File: config.mk
export PLATFORM = sky130hd
export DESIGN_NAME = majority_ckt_flat
export DESIGN_NICKNAME = d
export VERILOG_FILES = /design/src/rtl/majority_ckt_if.sv /design/src/rtl/majority_ckt.sv /design/src/flat_wrapper.sv
export SDC_FILE = /design/constraint.sdc
export NUM_CORES = 1
export LEC_CHECK = 0
export ABC_AREA = 1
export CORE_MARGIN = 2
export CORE_UTILIZATION = 32
export CTS_BUF_LIST = sky130_fd_sc_hd__clkbuf_16
export CTS_CLUSTER_DIAMETER = 30
export DETAILED_ROUTE_END_ITERATION = 6
export PLACE_DENSITY = 0.76
export RECOVER_POWER = 25
export SLEW_MARGIN = 20
export SYNTH_ARGS = -nofsm -noshare
export SYNTH_HDL_FRONTEND = slang
export SYNTH_SLANG_ARGS = --single-unit
File: constraint.sdc
create_clock -name clk -period 2 [get_ports clk]
set_input_delay 0.2 -clock clk [delete_from_list [all_inputs] [get_ports clk]]
set_output_delay 0.2 -clock clk [all_outputs]
set_load 0.02 [all_outputs]
File: src/rtl/majority_ckt_if.sv
// Signal bundle for the majority_ckt voter: voter inputs, combinational vote and
// population count, and the registered copies plus the majority-event counter.
interface majority_ckt_if #(
    parameter int CNT_W = 16
);
    logic [4:0]       x;
    logic             in_valid;
    logic             z;
    logic [2:0]       ones;
    logic             z_q;
    logic [2:0]       ones_q;
    logic             out_valid;
    logic [CNT_W-1:0] maj_cnt;

    modport master (
        output x, in_valid,
        input  z, ones, z_q, ones_q, out_valid, maj_cnt
    );

    modport slave (
        input  x, in_valid,
        output z, ones, z_q, ones_q, out_valid, maj_cnt
    );
endinterface

File: src/rtl/majority_ckt.sv
// Five-input majority voter: AND-OR vote, full-adder popcount, registered stage.
// Optional saturating majority-event counter enabled by `define MAJORITY_CNT_EN.
module majority_ckt #(
    parameter int CNT_W = 16
) (
    input  logic          clk,
    input  logic          rst_n,
    majority_ckt_if.slave bus
);
    logic [4:0] w_x;
    logic [9:0] w_terms;
    logic       w_z;
    logic       w_fa1_s, w_fa1_c, w_fa2_s, w_fa2_c;
    logic [2:0] w_ones;
    logic       r_z_q;
    logic [2:0] r_ones_q;
    logic       r_out_valid;

    assign w_x = bus.x;

    // One AND term per 3-subset of the five inputs; any true term is a majority.
    assign w_terms[0] = w_x[0] & w_x[1] & w_x[2];
    assign w_terms[1] = w_x[0] & w_x[1] & w_x[3];
    assign w_terms[2] = w_x[0] & w_x[1] & w_x[4];
    assign w_terms[3] = w_x[0] & w_x[2] & w_x[3];
    assign w_terms[4] = w_x[0] & w_x[2] & w_x[4];
    assign w_terms[5] = w_x[0] & w_x[3] & w_x[4];
    assign w_terms[6] = w_x[1] & w_x[2] & w_x[3];
    assign w_terms[7] = w_x[1] & w_x[2] & w_x[4];
    assign w_terms[8] = w_x[1] & w_x[3] & w_x[4];
    assign w_terms[9] = w_x[2] & w_x[3] & w_x[4];
    assign w_z        = |w_terms;

    // Two full adders reduce to a weight-1 sum and two weight-2 carries.
    assign w_fa1_s   = w_x[0] ^ w_x[1] ^ w_x[2];
    assign w_fa1_c   = (w_x[0] & w_x[1]) | (w_x[2] & (w_x[0] ^ w_x[1]));
    assign w_fa2_s   = w_x[3] ^ w_x[4] ^ w_fa1_s;
    assign w_fa2_c   = (w_x[3] & w_x[4]) | (w_fa1_s & (w_x[3] ^ w_x[4]));
    assign w_ones[0] = w_fa2_s;
    assign w_ones[1] = w_fa1_c ^ w_fa2_c;
    assign w_ones[2] = w_fa1_c & w_fa2_c;

    assign bus.z    = w_z;
    assign bus.ones = w_ones;

    always_ff @(posedge clk or negedge rst_n) begin
        if (!rst_n) begin
            r_z_q       <= 1'b0;
            r_ones_q    <= 3'd0;
            r_out_valid <= 1'b0;
        end else begin
            r_out_valid <= bus.in_valid;
            if (bus.in_valid) begin
                r_z_q    <= w_z;
                r_ones_q <= w_ones;
            end
        end
    end

    assign bus.z_q       = r_z_q;
    assign bus.ones_q    = r_ones_q;
    assign bus.out_valid = r_out_valid;

`ifdef MAJORITY_CNT_EN
    localparam logic [CNT_W-1:0] CNT_MAX = '1;
    logic [CNT_W-1:0] r_maj_cnt;

    always_ff @(posedge clk or negedge rst_n) begin
        if (!rst_n) begin
            r_maj_cnt <= '0;
        end else if (bus.in_valid && w_z && (r_maj_cnt != CNT_MAX)) begin
            r_maj_cnt <= r_maj_cnt + CNT_W'(1);
        end
    end

    assign bus.maj_cnt = r_maj_cnt;
`else
    assign bus.maj_cnt = '0;
`endif
endmodule

File: src/flat_wrapper.sv
// flat-port wrapper written by rule: the top's interface ports become plain ports
module majority_ckt_flat 
#(
    parameter int CNT_W = 16
)
  (clk, rst_n, bus_x, bus_in_valid, bus_z, bus_ones, bus_z_q, bus_ones_q, bus_out_valid, bus_maj_cnt);
  majority_ckt_if #(.CNT_W(CNT_W)) bus_i ();
  input  logic clk;
  input  logic rst_n;
  input wire logic [$bits(bus_i.x)-1:0] bus_x;
  input wire logic [$bits(bus_i.in_valid)-1:0] bus_in_valid;
  output wire logic [$bits(bus_i.z)-1:0] bus_z;
  output wire logic [$bits(bus_i.ones)-1:0] bus_ones;
  output wire logic [$bits(bus_i.z_q)-1:0] bus_z_q;
  output wire logic [$bits(bus_i.ones_q)-1:0] bus_ones_q;
  output wire logic [$bits(bus_i.out_valid)-1:0] bus_out_valid;
  output wire logic [$bits(bus_i.maj_cnt)-1:0] bus_maj_cnt;
  assign bus_i.x = bus_x;
  assign bus_i.in_valid = bus_in_valid;
  assign bus_z = bus_i.z;
  assign bus_ones = bus_i.ones;
  assign bus_z_q = bus_i.z_q;
  assign bus_ones_q = bus_i.ones_q;
  assign bus_out_valid = bus_i.out_valid;
  assign bus_maj_cnt = bus_i.maj_cnt;
  majority_ckt #(.CNT_W(CNT_W)) u_core (.clk(clk), .rst_n(rst_n), .bus(bus_i));
endmodule
**Yosys cells after proc, flatten, opt, wreduce, memory -nomap -nowiden**

Cells that the tools add are included.

- $add $sub $neg: 0
- Multiply operators: 0
- Divide/modulo/power cells: 0
- $lt $le $gt $ge: 0
- Eq/ne operators: 0
- Shift-type cells: 0
- Mux-type cells: 0
- Bitwise gates (word level): 27
- Reductions and logical operators: 1

Operators by type and width:

| kind | number |
|---|---|
| $and 1x1->1 | 20 |
| $reduce_or 10->1 | 1 |
| $xor 1x1->1 | 5 |
| $or 1x1->1 | 2 |

- Register bits after elaboration: 5
- Latch bits: 0
- RAM bits: 0
- Memory bits (read-only): 0
- Bits of input ports: 8
- Output and inout port bits: 25
- Word-level logic and storage cells: 31
- Memories: 0

**Logic depth before layout (Yosys ltp)**

- Word-level depth: 5
- Depth in mapped cells: 8
- Mapped depth without buffers: 8

**Least setup slack after synthesis**

Ideal clock, no wire load.

- Path kind: input-to-reg
- Start point: input port bus_x[0]
- End point: register u_core.r_ones_q[1], in the netlist u_core.bus.ones_q[1]
- Library setup time: 117 ps
- Data arrival time: 1,670 ps
- Data required time: 1,883 ps
- Slack: 213 ps
- Cell stages on the path: 7
- Buffers on the path: 0
- Cell sequence: inv_1 > fa_1 > inv_1 > fa_1 > ha_1 > nand2_1 > nand2_1

- Word-level cells in the longest chain between the ends: 5

RTL lines:

| element | RTL line | source |
|---|---|---|
| start, declared | flat_wrapper.sv:10 | `input wire logic [$bits(bus_i.x)-1:0] bus_x;` |
| $xor 1x1->1 | majority_ckt.sv:35, majority_ckt.sv:36 |  |
| $xor 1x1->1 | majority_ckt.sv:35 | `assign w_fa1_s = w_x[0] ^ w_x[1] ^ w_x[2];` |
| $and 1x1->1 | majority_ckt.sv:38 | `assign w_fa2_c = (w_x[3] & w_x[4]) \| (w_fa1_s & (w_x[3] ^ w_x[4]));` |
| $or 1x1->1 | majority_ckt.sv:38 |  |
| $xor 1x1->1 (*) | majority_ckt.sv:40 | `assign w_ones[1] = w_fa1_c ^ w_fa2_c;` |
| named net bus_ones[1] | flat_wrapper.sv:13 | `output wire logic [$bits(bus_i.ones)-1:0] bus_ones;` |
| end signal, assigned | majority_ckt.sv:55 | `r_ones_q <= w_ones;` |
| end, declared | majority_ckt.sv:16 | `logic [2:0] r_ones_q;` |

Mark *: on every way through the listed nets, which the timed path passes. The rest lies on a longest branch.
A chain may end at the register's enable or synchronous reset.

**Worst setup path after layout**

- Start point: input port bus_x[0]
- End point: output port bus_ones[1]

- Word-level cells in the longest chain between the ends: 5

RTL lines:

| element | RTL line |
|---|---|
| $xor 1x1->1 | majority_ckt.sv:35, majority_ckt.sv:36 |
| $xor 1x1->1 | majority_ckt.sv:35 |
| $and 1x1->1 | majority_ckt.sv:38 |
| $or 1x1->1 | majority_ckt.sv:38 |
| $xor 1x1->1 (*) | majority_ckt.sv:40 |
| end, declared | flat_wrapper.sv:13 |

Mark *: on every way between the ends. The rest lies on a longest branch, timed or not.

==> flow_summary.toml <==
[yosys]
yosys_warnings = 0
yosysTopAreaCell = "buf_4"
yosysSeqAreaShare = 0.2809
synth_area_leaders = "buf_4, dfrtp_1, nand2_1"
synth_top_area_frac = 0.2865
synth_cell_types = 10
synth-seq-cells = 5
netlist_area_um2 = 445.4
avgSynthCellArea_um2 = 7.680
syn_inst = 58

[place]
io_buffers = 16
dp.cells = 92
gp_congestion = 0.6481
post-dp-hpwl_um = 627.6

[worst_setup_path]
crit_type = "primary input to primary output"
r2r-start = "u_core.bus.ones_q[1]"
required_ns = 1.80
path_max_fanout = 2
start_kind = "primary input"
crit_arrival_ns = 1.76
r2r-end = "u_core.bus.ones_q[1]"
end_kind = "primary output"
r2r.worst_path.cells = 2
reg2reg_slack_ns = 1.38

[timing]
setup_viol = 0
finalHoldViolations = 0
rsz0062_at_grt = "false"
max_freq_ghz = 0.5107
clock-skew-final_ns = 0
fin_setup_tns_ns = 0
period_share = 0.9790
drv_slew = 0
whs_ns = 0.2716
period_needed_ns = 1.958

[cells_and_area]
nets = 94
area_growth_pct = 52.25
instances_no_fill = 96
finish.utilization = 0.5212
mostFrequentLayoutCells = "nand2_1, conb_1, clkdlybuf4s50_1"
drive_above_1_share = 0.2346
antenna_cells = 0
final_common_cell = "nand2_1"

[global_routing]
grt.total_usage = 0.1114
grt_max_degree = 7
grt_overflow = 0
grt_pass1_wl_um = 1083
grt_pass1_vias = 273
antenna_found_initial = 0

[drt]
vias = 358
drc_errors = 0
drtPass1Iterations = 4
ant_nets = 0
avgViaCountPerCell = 3.729
drtIter0Drc = 5
wl_um = 793
avgRoutedWirePerCell_um = 8.260

[clock_network]
cts.htree.levels = 1
cts_sinks = 5
tritoncts = "yes"
cts.reportedPaths.clkPinSlew_ns = 0.03
worstSkewPairLatency_ns = 0.23
cts_inserted_buffers = 3
holdBufCountCts = 0
cts_buffer_depth = 2
cts_root_buf = "clkbuf_16"

[floorplanning]
start_util = 0.3423
die-area_mm2 = 0.001707
fp.dieH_um = 41.31
fp.dieW_um = 41.31
rows = 13
ios = 33
core_mm2 = 0.001301

[power_and_ir_drop]
p_leak_uw = 0.0003904
report.power.total_uw = 641.0
peakVddDrop_mv = 0.4206
power_density_mw_per_mm2 = 945.2

[min_path]
hold_class = "primary input to async pin"

[flow_run]
cap_violations = 0

[run_status]
status = "completed"
[through the flow]
stage               setup WS [ns]  instance area, um2
floorplan                  0.2132               501.7
global placement          -0.8103               590.6
detailed placement        -0.8244               590.6
CTS                      0.006316               675.6
global route           0.00007960               678.2
finish                    0.04190               678.2
[layout make-up]
cell class,count,area [um2]
clock buffers,3,75.07
repair buffers,21,191.4
clock inverters,1,3.754
flip-flops and latches,5,125.1
well taps,15,18.77
inverters,8,30.03
multi-input cells,43,234.0
fillers,132,623.1
[sequential cells by signal, indices dropped and copies added, names as in the netlist]
register and count:
u_core.bus.out_valid 1, u_core.bus.z_q 1, u_core.bus.ones_q 3
[metal layers]
layer,GRT usage,share of wire,wire length (um)
met5,0,0,0
met2,0.1719,0.47,370
met3,0.06383,0.13,106
met4,0.09677,0.013,10
met1,0.1046,0.39,306
[Yosys cell counts (all sizes together)]
cell    n
fa      2
buf    17
nand2  22
dfrtp   5
ha      2
or2     1
conb    1
inv     8
[critical path: stages]
cell,delay (ns)
clkdlybuf4s15_2,0.19
inv_2,0.04
fa_1,0.53
inv_1,0.05
fa_2,0.36
ha_4,0.28
buf_6,0.11
[repair_timing]
item | in CTS | in global routing
setup endpoints to repair | 4 | 2
resized for setup | 24 | 1
pin swaps | 2 | 1
cloned | 0 | 0
buffers inserted | 0 | 0
[worst max-delay path by stage]
stage	from	endpoint	slack [ns]	cells after the start
3_5_place_dp	bus_x[0]	bus_ones[1]	-0.82	7
4_1_cts	bus_x[0]	bus_ones[1]	0.006	7
5_1_grt	bus_x[2]	bus_ones[1]	0.00008	7
3_3_place_gp	bus_x[0]	bus_ones[1]	-0.81	7
6_report	bus_x[0]	bus_ones[1]	0.04	7
2_1_floorplan	bus_x[0]	u_core.bus.ones_q[1]	0.21	7
[logic make-up after synthesis]
logic type / after synthesis / share of synthesized area
other: 1 / 0.008419
DFF: 5 / 0.2809
buffers and inverters: 25 / 0.3539
and+or+nand+nor: 23 / 0.2107
adders and majority gates: 4 / 0.1461
[power by group]
group / total (uW) / internal (uW) / switching (uW)
Combinational: 196 / 83.4 / 112
Clock: 321 / 259 / 62.8
Sequential: 124 / 116 / 7.87
Total: 641 / 458 / 183
(Power assumes the default switching activity.)
